<file path="src/rtl/alu_seq_pkg.sv">
// Shared opcode, ALU select and state encodings for the accumulator ALU sequencer.
package alu_seq_pkg;

  localparam int unsigned DATA_W = 16;
  localparam int unsigned OP_W   = 4;
  localparam int unsigned SEL_W  = 3;

  localparam logic [OP_W-1:0] OP_AND = 4'd0;
  localparam logic [OP_W-1:0] OP_ADD = 4'd1;
  localparam logic [OP_W-1:0] OP_LDA = 4'd2;
  localparam logic [OP_W-1:0] OP_STA = 4'd3;
  localparam logic [OP_W-1:0] OP_CMA = 4'd4;
  localparam logic [OP_W-1:0] OP_CIR = 4'd5;
  localparam logic [OP_W-1:0] OP_CIL = 4'd6;
  localparam logic [OP_W-1:0] OP_CLA = 4'd7;
  localparam logic [OP_W-1:0] OP_CLE = 4'd8;
  localparam logic [OP_W-1:0] OP_CME = 4'd9;

  localparam logic [SEL_W-1:0] SEL_AND = 3'b000;
  localparam logic [SEL_W-1:0] SEL_ADD = 3'b001;
  localparam logic [SEL_W-1:0] SEL_DR  = 3'b010;
  localparam logic [SEL_W-1:0] SEL_CMA = 3'b011;
  localparam logic [SEL_W-1:0] SEL_SHR = 3'b100;
  localparam logic [SEL_W-1:0] SEL_SHL = 3'b101;
  localparam logic [SEL_W-1:0] SEL_NOP = 3'b110;

  typedef enum logic [2:0] {
    ST_IDLE,
    ST_MEM_RD,
    ST_MEM_WR,
    ST_EXEC,
    ST_ROT,
    ST_FIN
  } state_t;

  // ALU select used while executing a single-cycle op; register-only ops park the ALU
  function automatic logic [SEL_W-1:0] exec_sel(input logic [OP_W-1:0] op);
    case (op)
      OP_AND:  exec_sel = SEL_AND;
      OP_ADD:  exec_sel = SEL_ADD;
      OP_LDA:  exec_sel = SEL_DR;
      OP_CMA:  exec_sel = SEL_CMA;
      default: exec_sel = SEL_NOP;
    endcase
  endfunction

endpackage

</file>
<file path="src/rtl/alu_mem_port.sv">
// Memory request port: holds req/we/addr/wdata stable until ack and times out a silent memory.
module alu_mem_port
  import alu_seq_pkg::*;
#(
  parameter int unsigned ADDR_W      = 12,
  parameter int unsigned ACK_TIMEOUT = 15
) (
  input  logic              clk,
  input  logic              rst_n,
  input  logic              i_req_next,
  input  logic              i_we_next,
  input  logic [ADDR_W-1:0] i_addr,
  input  logic [DATA_W-1:0] i_wdata,
  input  logic              i_mem_ack,
  output logic              o_mem_req,
  output logic              o_mem_we,
  output logic [ADDR_W-1:0] o_mem_addr,
  output logic [DATA_W-1:0] o_mem_wdata,
  output logic              o_ack_c,
  output logic              o_timeout_c
);

  localparam int unsigned CNT_W = 8;

  logic              r_req;
  logic              r_we;
  logic [ADDR_W-1:0] r_addr;
  logic [DATA_W-1:0] r_wdata;
  logic [CNT_W-1:0]  r_cnt;
  logic              w_last;

  assign w_last      = (r_cnt == CNT_W'(ACK_TIMEOUT - 1));
  assign o_ack_c     = r_req & i_mem_ack;
  assign o_timeout_c = r_req & ~i_mem_ack & w_last;

  // Address and write data are captured on the launch edge, which is the start edge
  always_ff @(posedge clk or negedge rst_n) begin
    if (!rst_n) begin
      r_req   <= 1'b0;
      r_we    <= 1'b0;
      r_addr  <= '0;
      r_wdata <= '0;
      r_cnt   <= '0;
    end else begin
      r_req <= i_req_next;
      r_we  <= i_req_next & i_we_next;
      if (i_req_next && !r_req) begin
        r_addr  <= i_addr;
        r_wdata <= i_wdata;
      end
      r_cnt <= (r_req && !i_mem_ack && !w_last) ? r_cnt + CNT_W'(1) : '0;
    end
  end

  assign o_mem_req   = r_req;
  assign o_mem_we    = r_we;
  assign o_mem_addr  = r_addr;
  assign o_mem_wdata = r_wdata;

endmodule

</file>
<file path="src/rtl/alu_op_sequencer.sv">
// Multi-cycle controller owning AC/DR/E: fetches/stores operands, drives the ALU select, writes back results.
module alu_op_sequencer
  import alu_seq_pkg::*;
#(
  parameter int unsigned ADDR_W      = 12,
  parameter int unsigned ACK_TIMEOUT = 15
) (
  input  logic              clk,
  input  logic              rst_n,
  input  logic              start,
  input  logic [3:0]        op,
  input  logic [ADDR_W-1:0] addr,
  input  logic [3:0]        shamt,
  output logic              mem_req,
  output logic              mem_we,
  output logic [ADDR_W-1:0] mem_addr,
  output logic [15:0]       mem_wdata,
  input  logic [15:0]       mem_rdata,
  input  logic              mem_ack,
  output logic [2:0]        aselect,
  output logic [15:0]       ac_q,
  output logic [15:0]       dr_q,
  output logic              e_q,
  input  logic [16:0]       alu_out,
  input  logic              alu_co,
  input  logic              alu_ovf,
  input  logic              alu_n,
  output logic              busy,
  output logic              done,
  output logic              error,
  output logic              ovf_q,
  output logic              n_q,
  output logic              z_q
);

  state_t             r_state, w_state_n;
  logic [OP_W-1:0]    r_op, w_op_n;
  logic [3:0]         r_rot, w_rot_n;
  logic [DATA_W-1:0]  r_ac, w_ac_n, r_dr, w_dr_n;
  logic               r_e, w_e_n;
  logic               r_ovf, w_ovf_n, r_n, w_n_n, r_z, w_z_n;
  logic               r_done, w_done_n, r_err, w_err_n, r_busy;
  logic [SEL_W-1:0]   r_sel, w_sel_n;
  logic               w_req_n, w_we_n, w_ack, w_timeout;

  alu_mem_port #(
    .ADDR_W      (ADDR_W),
    .ACK_TIMEOUT (ACK_TIMEOUT)
  ) u_mem_port (
    .clk         (clk),
    .rst_n       (rst_n),
    .i_req_next  (w_req_n),
    .i_we_next   (w_we_n),
    .i_addr      (addr),
    .i_wdata     (r_ac),
    .i_mem_ack   (mem_ack),
    .o_mem_req   (mem_req),
    .o_mem_we    (mem_we),
    .o_mem_addr  (mem_addr),
    .o_mem_wdata (mem_wdata),
    .o_ack_c     (w_ack),
    .o_timeout_c (w_timeout)
  );

  always_ff @(posedge clk or negedge rst_n) begin
    if (!rst_n) r_state <= ST_IDLE;
    else        r_state <= w_state_n;
  end

  always_comb begin
    w_state_n = r_state;
    w_op_n    = r_op;
    w_rot_n   = r_rot;
    w_ac_n    = r_ac;
    w_dr_n    = r_dr;
    w_e_n     = r_e;
    w_ovf_n   = r_ovf;
    w_n_n     = r_n;
    w_z_n     = r_z;
    w_done_n  = 1'b0;
    w_err_n   = 1'b0;
    w_sel_n   = SEL_NOP;

    case (r_state)
      ST_IDLE: begin
        if (start) begin
          w_op_n  = op;
          w_rot_n = shamt;
          w_ovf_n = 1'b0;
          w_n_n   = 1'b0;
          w_z_n   = 1'b0;
          case (op)
            OP_AND, OP_ADD, OP_LDA:         w_state_n = ST_MEM_RD;
            OP_STA:                         w_state_n = ST_MEM_WR;
            OP_CMA, OP_CLA, OP_CLE, OP_CME: w_state_n = ST_EXEC;
            OP_CIR, OP_CIL:                 w_state_n = (shamt == 4'd0) ? ST_FIN : ST_ROT;
            default:                        w_err_n   = 1'b1;
          endcase
        end
      end
      ST_MEM_RD: begin
        if (w_ack) begin
          w_dr_n    = mem_rdata;
          w_state_n = ST_EXEC;
        end else if (w_timeout) begin
          w_err_n   = 1'b1;
          w_state_n = ST_IDLE;
        end
      end
      ST_MEM_WR: begin
        if (w_ack) begin
          w_state_n = ST_FIN;
        end else if (w_timeout) begin
          w_err_n   = 1'b1;
          w_state_n = ST_IDLE;
        end
      end
      ST_EXEC: begin
        case (r_op)
          OP_AND, OP_LDA, OP_CMA: begin
            w_ac_n = alu_out[15:0];
            w_n_n  = alu_n;
          end
          OP_ADD: begin
            w_ac_n  = alu_out[15:0];
            w_e_n   = alu_co;
            w_ovf_n = alu_ovf;
            w_n_n   = alu_n;
          end
          OP_CLA: begin
            w_ac_n = '0;
            w_n_n  = 1'b0;
          end
          OP_CLE:  w_e_n = 1'b0;
          OP_CME:  w_e_n = ~r_e;
          default: w_e_n = r_e;
        endcase
        w_state_n = ST_FIN;
      end
      ST_ROT: begin
        w_ac_n  = alu_out[15:0];
        w_e_n   = alu_out[16];
        w_rot_n = r_rot - 4'd1;
        if (r_rot == 4'd1) w_state_n = ST_FIN;
      end
      ST_FIN: begin
        // Status reflects AC after writeback; the ALU's own zero flag is not trusted here
        w_done_n  = 1'b1;
        w_z_n     = (r_ac == '0);
        w_n_n     = r_ac[15];
        w_state_n = ST_IDLE;
      end
      default: w_state_n = ST_IDLE;
    endcase

    w_req_n = (w_state_n == ST_MEM_RD) || (w_state_n == ST_MEM_WR);
    w_we_n  = (w_state_n == ST_MEM_WR);
    if (w_state_n == ST_EXEC)     w_sel_n = exec_sel(w_op_n);
    else if (w_state_n == ST_ROT) w_sel_n = (w_op_n == OP_CIR) ? SEL_SHR : SEL_SHL;
  end

  // Datapath and registered outputs; aselect is set up one edge ahead so it is valid in EXEC/ROT
  always_ff @(posedge clk or negedge rst_n) begin
    if (!rst_n) begin
      r_op   <= '0;
      r_rot  <= '0;
      r_ac   <= '0;
      r_dr   <= '0;
      r_e    <= 1'b0;
      r_ovf  <= 1'b0;
      r_n    <= 1'b0;
      r_z    <= 1'b0;
      r_done <= 1'b0;
      r_err  <= 1'b0;
      r_busy <= 1'b0;
      r_sel  <= SEL_NOP;
    end else begin
      r_op   <= w_op_n;
      r_rot  <= w_rot_n;
      r_ac   <= w_ac_n;
      r_dr   <= w_dr_n;
      r_e    <= w_e_n;
      r_ovf  <= w_ovf_n;
      r_n    <= w_n_n;
      r_z    <= w_z_n;
      r_done <= w_done_n;
      r_err  <= w_err_n;
      r_busy <= (w_state_n != ST_IDLE);
      r_sel  <= w_sel_n;
    end
  end

  assign aselect = r_sel;
  assign ac_q    = r_ac;
  assign dr_q    = r_dr;
  assign e_q     = r_e;
  assign busy    = r_busy;
  assign done    = r_done;
  assign error   = r_err;
  assign ovf_q   = r_ovf;
  assign n_q     = r_n;
  assign z_q     = r_z;

endmodule

</file>
<file path="config.mk">
export PLATFORM = sky130hd
export DESIGN_NAME = alu_op_sequencer
export DESIGN_NICKNAME = d
export VERILOG_FILES = /design/src/rtl/alu_seq_pkg.sv /design/src/rtl/alu_mem_port.sv /design/src/rtl/alu_op_sequencer.sv
export SDC_FILE = /design/constraint.sdc
export NUM_CORES = 1
export LEC_CHECK = 0
export BUFFER_PORTS_ARGS = -buffer_cell sky130_fd_sc_hd__buf_2
export CAP_MARGIN = 25
export CORE_MARGIN = 2
export CORE_UTILIZATION = 30
export CTS_CLUSTER_DIAMETER = 80
export DETAILED_ROUTE_END_ITERATION = 7
export SLEW_MARGIN = 10
export SYNTH_ARGS = -nofsm -noshare
export SYNTH_HDL_FRONTEND = slang
export SYNTH_SLANG_ARGS = --single-unit
</file>
<file path="constraint.sdc">
create_clock -name clk -period 6.1 [get_ports clk]
set_input_delay 0 -clock clk [delete_from_list [all_inputs] [get_ports clk]]
set_output_delay 0 -clock clk [all_outputs]
set_load 0.03 [all_outputs]
</file>
==> impl_results.md, run 1 <==
- CP Class: reg2reg
- Crit path cell chain: nor4b_2 -> buf_2 -> o31ai_1 -> o221a_2 -> inv_2 -> nor4_2 -> mux2i_4 -> buf_4 -> mux2_2
- Cts bufs inserted: 9
- Power per cell area: 559.6 mW/mm^2
- Crit path DAT: 3.17 ns
- DR iter-0 viols: 114
- Routed WL per cell: 14.51 um
- Period utilization: 48.41%
- First drt pass iteration count: 4
- Maximum VDD drop: 205.6 uV
- Max Fclk: 338.6 MHz
- DRT antenna net count: 0
- Critical path startpoint category: flip-flop
- Sequential-to-total area share from yosys stat: 55.06%
- Synth Instances: 357
- RePlAce Congestion: 0.8330
- Root Buffer: clkbuf_16
- Clock network power share: 17.3%
- Comb power frac: 49.3%
- Nets: 602
- NetSw: 1.388 mW
- PortBufs: 131
- RSZ-0062 raised after global routing: false
- Async S/R FF share, synth: 100.0%
- Max-Cap Viols: 0
- Required @ worst endpoint: 6.32 ns
- Layout cell share with drive strength beyond 1: 38.38%
- Post-CTS setup buffers: 0
- Max_slew headroom: 50.96%
- # setup viols final: 0
- Status: finished clean
- CP max stage delay: 0.54 ns
- Final hold vios: 0
- DP HPWL: 7.371 mm
- Cell variety after synth: 49
- Cell Area, Synth: 0.004140 mm^2
- Antenna Cells: 0
- Final wirelength: 10.42 mm
- Delay-heaviest family, CP: buffers and inverters
- CTS Buffer Depth: 2
- GR Overflow Total: 0
- Setup TNS: 0 ns
- #FFs+latches synth: 91
- CTS tree: built
- Vias in the first global route: 3312
- Via/cell ratio: 4.624
- Post-route cell area: 0.005791 mm^2
- Critical path buffers and inverters: 3
- Initial antenna violation count: 0
- Horiz. Die Dim: 121.5 um
- Largest net degree at the start of global routing: 61
- CORE AREA: 0.01335 mm^2
- Worst Skew: 0.009767 ns
- Sw frac: 42.84%
- CP endpoint kind: flip-flop
- Seq pwr share: 33.4%
- Starting Density: 31.02%
- Fill cells: 1285
- Total I/O pin count: 132
- Syn Nets: 421
- First-pass GRT wire length: 16.59 mm
- Worst skew pair latency: 0.34 ns
- Post-place instance area: 0.004972 mm^2
- Setup WS pre-CTS: 2.856 ns
- Clock-pin slew on the worst setup and hold paths: 0.06 ns
- DR DRC count: 0
- Fin crit period: 2.953 ns
- Post-synth EDFFs: 0
- Pint: 1.852 mW
- P_leak: 2.848 nW
- Pins over their slew limit: 0
- Worst slew pin tran: 0.7357 ns
- Post-synth top flop: dfrtp_1
- Cell Rows: 42
- Most common cell after layout, fill and taps aside: buf_2
- Most frequent cells in the layout: buf_2, dfrtp_1, dlygate4sd3_1
- Tot Pwr: 3.241 mW
- Clock sink count: 91
- Worst hold path class: in2reg
- GRT Util Overall: 14.45%
- Htree depth: 3
- Core Util, Final: 43.38%
- Synth warn: 0
- CP max FO: 28
- Mean Syn Cell Area: 11.60 um^2
- Die footprint: 0.01476 mm^2
- Area Growth Syn to Fin: 39.86%
- Die height: 121.5 um
- Vias: 3320
- Worst Slack Setup Final: 3.147 ns
- Slowest cell on crit path: dfrtp_1
## power by group through the flow
stage / logic, mW / clock network (mW) / registers [mW]
finish: 1.60 / 0.562 / 1.08
global route: 1.72 / 0.604 / 1.12
CTS: 1.61 / 0.579 / 1.08
detailed placement: 1.58 / 0 / 1.09
global placement: 1.55 / 0 / 1.08
floorplan: 0.791 / 0 / 1.46
## worst reg2reg max path, stage by stage, from the launching register on
cell	delay, ns
dfrtp_1	0.54
nor4b_2	0.54
buf_2	0.29
o31ai_1	0.11
o221a_2	0.19
inv_2	0.10
nor4_2	0.05
mux2i_4	0.16
buf_4	0.46
mux2_2	0.40
## final cells by class
type,count,area [um^2],area share (%)
tap,176,220.2,3.803
clock buffer,11,252.7,4.365
inverter,14,52.55,0.9075
timing repair buffer,187,1207,20.85
multi-input combinational,235,1728,29.84
sequential,91,2280,39.37
clock inverter,4,50.05,0.8643
## metal layers
metal | global-route usage (%) | part of all wire [%]
met4 | 5.244 | 1.4
met2 | 23.42 | 48
met1 | 19.11 | 46
met5 | 0 | 0
met3 | 3.008 | 5.4
## registers in the layout, summed over array words and instances (netlist names)
| register | flops |
|---|---|
| e_q | 1 |
| dr_q | 16 |
| r_state | 3 |
| n_q | 1 |
| u_mem_port.o_mem_we | 1 |
| aselect | 3 |
| u_mem_port.o_mem_wdata | 16 |
| u_mem_port.r_cnt | 8 |
| error | 1 |
| u_mem_port.o_mem_addr | 12 |
| r_rot | 4 |
| r_op | 4 |
| z_q | 1 |
| ovf_q | 1 |
| done | 1 |
| u_mem_port.o_mem_req | 1 |
| ac_q | 16 |
| busy | 1 |
## worst paths after layout
check / start / endpoint / slack [ns] / cells past startpoint
setup / recovery: r_state[1]$_DFF_PN0_ / u_mem_port.o_mem_wdata[1]$_DFFE_PN0P_ / 3.15 / 9
hold / removal: alu_n / n_q$_DFFE_PN0P_ / 0.05 / 3
setup reg to reg: r_state[1]$_DFF_PN0_ / u_mem_port.o_mem_wdata[1]$_DFFE_PN0P_ / 3.15 / 9
hold reg to reg: dr_q[4]$_DFFE_PN0P_ / dr_q[4]$_DFFE_PN0P_ / 0.50 / 1
max in group asynchronous: rst_n / u_mem_port.o_mem_addr[2]$_DFFE_PN0P_ / 4.89 / 3
min in group asynchronous: rst_n / r_op[1]$_DFF_PN0_ / 0.13 / 2
## Yosys cell counts, types with 2 or more instances
library cell | n | area share, %
a21o_1 | 3 | 0.54
a21oi_1 | 8 | 0.97
a221o_1 | 2 | 0.48
a31oi_1 | 3 | 0.45
a32oi_1 | 2 | 0.42
and2_1 | 2 | 0.30
buf_2 | 3 | 0.36
buf_4 | 2 | 0.36
buf_6 | 3 | 0.82
clkbuf_1 | 9 | 0.82
dfrtp_1 | 89 | 54
dfstp_2 | 2 | 1.3
ha_1 | 4 | 1.2
inv_1 | 13 | 1.2
mux2_2 | 24 | 6.5
mux2_4 | 20 | 7.3
mux2i_1 | 5 | 1.2
nand2_1 | 46 | 4.2
nand2b_1 | 2 | 0.30
nand3_1 | 9 | 1.1
nand3b_1 | 2 | 0.36
nand4_1 | 5 | 0.76
nand4b_1 | 2 | 0.42
nor2_1 | 23 | 2.1
nor2b_1 | 6 | 0.91
nor3_1 | 5 | 0.60
nor3b_1 | 2 | 0.36
nor4_1 | 5 | 0.76
nor4_2 | 2 | 0.60
nor4b_1 | 2 | 0.42
o211ai_1 | 2 | 0.36
o21ai_0 | 23 | 2.8
o221a_2 | 2 | 0.54
or3_1 | 3 | 0.45
xnor2_1 | 3 | 0.63
xor2_1 | 6 | 1.3
## cell families after synthesis
| kind of cell | synth area share [%] |
|---|---|
| buffers and inverters | 3.626 |
| multiplexers | 15.53 |
| adder cells (fa/ha/maj) | 1.209 |
| XOR/XNOR | 1.904 |
| AO/OA/AOI/OAI | 7.737 |
| AND/OR/NAND/NOR | 14.93 |
| flip-flops | 55.06 |
## per-stage QoR
step           hold slack [ns]  instances
6_report               0.04553        718
4_1_cts                0.05127        717
2_1_floorplan          -0.2956        357
3_5_place_dp          -0.02807        651
5_1_grt                0.06180        718
3_3_place_gp          -0.03557        650
## repair_timing
action                     in CTS  in global routing
hold endpoints to repair       81                  0
hold buffers                   51                  0
resized for setup               0                  0
setup endpoints to repair       0                  0
Power figures use the tool's default switching activity.
==> run 2: changes to the inputs <==
- clock period: 6.1 -> 2.4 ns (I/O delays scaled with it)
==> impl_results.md, run 2 (synthesis gave the netlist of run 1 again) <==
- Cell Rows: 42 (unchanged)
- CP Class: reg2reg
- Register-to-Register Path Depth: 8 (-1)
- Period utilization: 97.71% (+49 points)
- Nets: 624 (+3.7%)
- Vias in the first global route: 3427 (+3.5%)
- Worst skew pair latency: 0.34 ns (about the same)
- Htree depth: 3 (unchanged)
- Setup crit start: u_mem_port.r_cnt[5]$_DFF_PN0_
- Cts bufs inserted: 9 (unchanged)
- Critical path buffers and inverters: 2 (-1)
- Worst Slack Setup Final: 0.05501 ns (-3.092 ns)
- Clock sink count: 91 (unchanged)
- Fin crit period: 2.345 ns (-0.6080 ns)
- CP max FO: 6 (-79%)
- GRT Util Overall: 14.81% (+0.36 points)
- Maximum VDD drop: 576.3 uV (+180%)
- Max Fclk: 426.4 MHz (+26%)
- Critical Path Sink: u_mem_port.o_mem_wdata[5]$_DFFE_PN0P_
- CP endpoint kind: flip-flop
- Most frequent cells in the layout: buf_2, dfrtp_1, dlygate4sd3_1
- Power per cell area: 1464 mW/mm^2 (+160%)
- Total I/O pin count: 132 (unchanged)
- Flop2flop setup slack: 0.06 ns (-3.09 ns)
- Required @ worst endpoint: 2.62 ns (-3.70 ns)
- Layout cell share with drive strength beyond 1: 41.42% (+3.0 points)
- First drt pass iteration count: 4 (unchanged)
- Reg area: 0.002282 mm^2 (+0.11%)
- Pins over their slew limit: 0 (unchanged)
- Status: finished clean
- Critical path startpoint category: flip-flop
- Vias: 3394 (+2.2%)
- Via/cell ratio: 4.580 (-0.94%)
- Crit path depth: 8 (-1)
- Slowest cell on crit path: or3_4
- Post-place instance area: 0.005125 mm^2 (+3.1%)
- NetSw: 3.682 mW (+170%)
- Horiz. Die Dim: 121.5 um (unchanged)
- Hold depth: 3 (unchanged)
- Max-Cap Viols: 0 (unchanged)
- CTS Buffer Depth: 2 (unchanged)
- Worst Skew: 0.007464 ns (-0.002303 ns)
- First-pass GRT wire length: 17.02 mm (+2.5%)
- Initial antenna violation count: 0 (unchanged)
- Die height: 121.5 um (unchanged)
- Clock-pin slew on the worst setup and hold paths: 0.07 ns (about the same)
- Fill cells: 1246 (-3.0%)
- Worst hold path class: in2reg
- Antenna Cells: 0 (unchanged)
- CTS tree: built
- DP HPWL: 7.557 mm (+2.5%)
- GR Overflow Total: 0 (unchanged)
- CP max stage delay: 0.40 ns (-0.14 ns)
- PortBufs: 131 (unchanged)
- Post-route cell area: 0.006071 mm^2 (+4.8%)
- Seq pwr share: 30.6% (-2.8 points)
- Most common cell after layout, fill and taps aside: buf_2
- Root Buffer: clkbuf_16
- Worst slew pin tran: 0.8827 ns (+0.1470 ns)
- Setup WS pre-CTS: -0.01496 ns (-2.871 ns)
- Die footprint: 0.01476 mm^2 (unchanged)
- Final wirelength: 10.75 mm (+3.2%)
- Routed WL per cell: 14.51 um (about the same)
- Crit path DAT: 2.57 ns (-0.60 ns)
- DR DRC count: 0 (unchanged)
- Min Hold Slack: 0.02950 ns (-0.01602 ns)
- Pint: 5.205 mW (+180%)
- Clock network power share: 17.5% (+0.2 points)
- Largest net degree at the start of global routing: 72 (+18%)
- Area Growth Syn to Fin: 46.63%
- Capture point of the worst reg-to-reg path: u_mem_port.o_mem_wdata[5]$_DFFE_PN0P_
- RSZ-0062 raised after global routing: true
- Multi-input logic area: 0.001750 mm^2 (+1.3%)
- Sw frac: 41.43% (-1.4 points)
- # setup viols final: 0 (unchanged)
- Comb power frac: 51.9% (+2.6 points)
- CORE AREA: 0.01335 mm^2 (unchanged)
- Crit path cell chain: or3_4 -> nor4_4 -> a211o_1 -> and3_4 -> mux2i_4 -> buf_6 -> buf_12 -> mux2_2
- RePlAce Congestion: 0.7807 (-6.3%)
- Final hold vios: 0 (unchanged)
- DR iter-0 viols: 189 (+66%)
- P_leak: 3.004 nW (+5.5%)
- Max_slew headroom: 41.15% (-9.8 points)
- DRT antenna net count: 0 (unchanged)
- Tot Pwr: 8.887 mW (+170%)
- Starting Density: 31.02% (unchanged)
- Delay-heaviest family, CP: simple AND/OR/NAND/NOR gates
- Reg-to-reg critical path startpoint: u_mem_port.r_cnt[5]$_DFF_PN0_
==> run 2: cell count changes in the layout (fill, tap and decap cells not counted), moves of 2 or more <==
cell / previous run / this run
inv_6: 0 / 3
buf_4: 4 / 22
dfrtp_1: 89 / 87
nor4_2: 2 / 0
buf_6: 1 / 3
dfrtp_2: 0 / 2
nor4_4: 1 / 3
==> run 2: layer usage <==
| metal | vias to the layer above | GRT usage, % | share of wire, % |
|---|---|---|---|
| li1 | 1660 | - | - |
| met1 | 1629 | 18.54 | 45 |
| met2 | 92 | 24.79 | 49 |
| met3 | 13 | 3.853 | 5.0 |
| met4 | 0 | 5.101 | 1.6 |
| met5 | - | 0 | 0 |
==> run 2: repair_timing <==
| action | 4_1_cts | 5_1_grt |
|---|---|---|
| buffers inserted | 1 | 1 |
| gates resized for setup | 3 | 6 |
| endpoints found under the hold margin | 117 | 0 |
| hold buffers | 51 | 0 |
| endpoints found under the setup margin | 3 | 28 |
| cloned | 1 | 1 |
==> run 2: worst min-delay path by stage <==
stage / slack (ns) / endpoint / start
after floorplan: -0.30 / ac_q[0]$_DFFE_PN0P_ / rst_n
after global placement: 0.18 / r_op[3]$_DFF_PN0_ / rst_n
after detailed placement: 0.19 / r_op[1]$_DFF_PN0_ / rst_n
after CTS: 0.03 / n_q$_DFFE_PN0P_ / alu_n
after global routing: 0.05 / n_q$_DFFE_PN0P_ / alu_n
final: 0.03 / n_q$_DFFE_PN0P_ / alu_n
==> run 2: final cells by class <==
class,instances,share of cell area (%)
clock inverter,6,1.546
inverter,14,0.8656
clock buffer,10,3.937
multi-input combinational,235,28.83
timing repair buffer,209,23.60
sequential,91,37.59
tap,176,3.627
==> run 2: worst register-to-register path, cell delays in order, from the launching register on <==
cell and delay [ns]:
dfrtp_1 0.38, or3_4 0.40, nor4_4 0.23, a211o_1 0.14, and3_4 0.21, mux2i_4 0.26, buf_6 0.16, buf_12 0.13
mux2_2 0.33
==> run 2: power by group through the flow <==
stage	Clock [mW]	Combinational [mW]	Sequential, mW
finish	1.55	4.61	2.72
global route	1.68	4.92	2.82
CTS	1.60	4.51	2.72
detailed placement	0	4.25	2.74
global placement	0	4.16	2.71
floorplan	0	2.01	3.72
==> run 2: per-stage QoR <==
stage / TNS (ns) / utilization, % / cells
2_1_floorplan: -0.7511 / - / 357
3_3_place_gp: 0 / 38.40 / 670
3_5_place_dp: -0.03187 / 38.40 / 670
4_1_cts: -0.02797 / 45.08 / 739
5_1_grt: -1.178 / 45.48 / 741
6_report: 0 / 45.48 / 741
==> run 3: changes to the inputs <==
- MAX_ROUTING_LAYER: default -> met4
- REMOVE_ABC_BUFFERS: default -> 1
==> impl_results.md, run 3 (synthesis gave the netlist of run 1 again) <==
- Status: finished clean
- CTS Buffer Depth: 2 (unchanged)
- Nets: 620 (-0.64%)
- Root Buffer: clkbuf_16
- Most frequent cells in the layout: buf_2, dfrtp_1, dlygate4sd3_1
- Clock network power share: 17.1% (-0.4 points)
- GR Overflow Total: 0 (unchanged)
- Maximum VDD drop: 606.5 uV (+5.2%)
- Pint: 4.900 mW (-5.9%)
- Die height: 121.5 um (unchanged)
- Power per cell area: 1418 mW/mm^2 (-3.1%)
- # placed instances: 669 (-0.15%)
- Initial antenna violation count: 0 (unchanged)
- Post-CTS setup buffers: 0 (-1)
- Fin crit period: 2.320 ns (-0.02521 ns)
- Worst Skew: 0.01203 ns (+0.004570 ns)
- Antenna Cells: 0 (unchanged)
- Max-Cap Viols: 0 (unchanged)
- Clock sink count: 91 (unchanged)
- Final hold vios: 0 (unchanged)
- Cell Rows: 42 (unchanged)
- CTS tree: built
- Vias in the first global route: 3482 (+1.6%)
- Register-to-Register Path Depth: 7 (-1)
- Min Hold Slack: 0.08364 ns (+0.05414 ns)
- DR DRC count: 0 (unchanged)
- NetSw: 3.594 mW (-2.4%)
- Worst skew pair latency: 0.34 ns (about the same)
- P_leak: 2.960 nW (-1.5%)
- Worst hold path class: in2reg
- Max_slew headroom: 47.74% (+6.6 points)
- Horiz. Die Dim: 121.5 um (unchanged)
- Non-Filler Instances: 737 (-0.54%)
- Hold depth: 3 (unchanged)
- Layout cell share with drive strength beyond 1: 40.82% (-0.60 points)
- Worst slew pin tran: 0.7840 ns (-0.09874 ns)
- Period utilization: 96.66% (-1.1 points)
- Fill cells: 1254 (+0.64%)
- Clock-pin slew on the worst setup and hold paths: 0.07 ns (about the same)
- CP endpoint kind: flip-flop
- RSZ-0062 raised after global routing: true
- Most common cell after layout, fill and taps aside: buf_2
- Via/cell ratio: 4.593 (+0.28%)
- First-pass GRT wire length: 16.73 mm (-1.7%)
- Critical path startpoint category: flip-flop
- DR iter-0 viols: 153 (-19%)
- Comb power frac: 50.9% (-1.0 points)
- Sw frac: 42.31% (+0.88 points)
- GRT Util Overall: 14.90% (+0.086 points)
- Die footprint: 0.01476 mm^2 (unchanged)
- Required @ worst endpoint: 2.62 ns (about the same)
- Crit path DAT: 2.54 ns (-0.03 ns)
- # setup viols final: 0 (unchanged)
- Vias: 3385 (-0.27%)
- Final wirelength: 10.28 mm (-4.4%)
- Seq pwr share: 32.1% (+1.5 points)
- Largest net degree at the start of global routing: 62 (-14%)
- Cts bufs inserted: 9 (unchanged)
- CP Class: reg2reg
- DP HPWL: 7.228 mm (-4.4%)
- Htree depth: 3 (unchanged)
- CORE AREA: 0.01335 mm^2 (unchanged)
- First drt pass iteration count: 6 (+2)
- RePlAce Congestion: 0.8262 (+5.8%)
- Pins over their slew limit: 0 (unchanged)
- Max Fclk: 431.1 MHz (+1.1%)
- Total I/O pin count: 132 (unchanged)
- Starting Density: 31.02% (unchanged)
- CP max FO: 16 (+10)
- Area Growth Syn to Fin: 44.64%
- PortBufs: 131 (unchanged)
- Routed WL per cell: 13.95 um (-3.8%)
- DRT antenna net count: 0 (unchanged)
==> run 3: cell types whose count changed in the layout (fill, tap and decap cells not counted), sizes merged <==
cell,previous run,this run
bufinv,2,1
clkbuf,11,9
dlygate4sd3,51,52
clkinv,0,2
inv,17,16
clkinvlp,1,2
buf,157,153
==> run 3: routing by layer <==
layer	up-vias	GRT usage [%]	wire length, um
met1	1615	17.85	4410
met3	19	3.477	547
met5	-	-	0
met4	0	5.460	218
li1	1654	-	-
met2	97	24.58	5107
==> run 3: final timing paths <==
check | startpoint | end | slack (ns)
setup / recovery | u_mem_port.r_cnt[5]$_DFF_PN0_ | u_mem_port.o_mem_wdata[14]$_DFFE_PN0P_ | 0.08
hold / removal | op[1] | r_op[1]$_DFF_PN0_ | 0.08
setup reg to reg | u_mem_port.r_cnt[5]$_DFF_PN0_ | u_mem_port.o_mem_wdata[14]$_DFFE_PN0P_ | 0.08
hold reg to reg | dr_q[15]$_DFFE_PN0P_ | dr_q[15]$_DFFE_PN0P_ | 0.50
max in group asynchronous | rst_n | ac_q[8]$_DFFE_PN0P_ | 1.50
min in group asynchronous | rst_n | r_op[1]$_DFF_PN0_ | 0.27
==> run 3: timing repair <==
action,4_1_cts,5_1_grt
hold endpoints to repair,109,0
setup endpoints to repair,0,28
resized for setup,0,5
hold buffers,52,0
==> run 3: stage by stage <==
| stage | setup TNS, ns | utilization (%) | worst slack [ns] | power, mW | instance area, um^2 |
|---|---|---|---|---|---|
| 5_1_grt | -0.008412 | 44.86 | -0.002994 | 9.063 | 5988 |
| 6_report | 0 | 44.86 | 0.08022 | 8.494 | 5988 |
| 3_3_place_gp | 0 | 38.52 | 0.06518 | 6.912 | 5141 |
| 3_5_place_dp | 0 | 38.52 | 0.03267 | 7.013 | 5141 |
| 2_1_floorplan | -33.29 | - | -1.197 | 5.602 | 4043 |
| 4_1_cts | 0 | 44.74 | 0.02085 | 8.566 | 5972 |
==> run 3: power groups by stage <==
stage	clock, mW	combinational [mW]	sequential, mW
final	1.45	4.32	2.72
after global routing	1.59	4.65	2.82
after CTS	1.51	4.35	2.71
after detailed placement	0	4.29	2.73
after global placement	0	4.21	2.70
after floorplan	0	1.84	3.76
==> run 3: final cells by class <==
cell class | count | area [um^2] | share of cell area [%]
tap | 176 | 220.2 | 3.677
multi-input combinational | 235 | 1742 | 29.08
clock buffer | 9 | 225.2 | 3.761
clock inverter | 7 | 85.08 | 1.421
inverter | 14 | 52.55 | 0.8776
sequential | 91 | 2282 | 38.11
timing repair buffer | 205 | 1381 | 23.07
==> run 3: critical path, cell delays in order, from the launching register on <==
cell	delay, ns
dfrtp_1	0.39
or3_4	0.40
nor4_4	0.23
a211o_1	0.14
and3_4	0.21
mux2i_4	0.29
buf_12	0.21
mux2_4	0.31
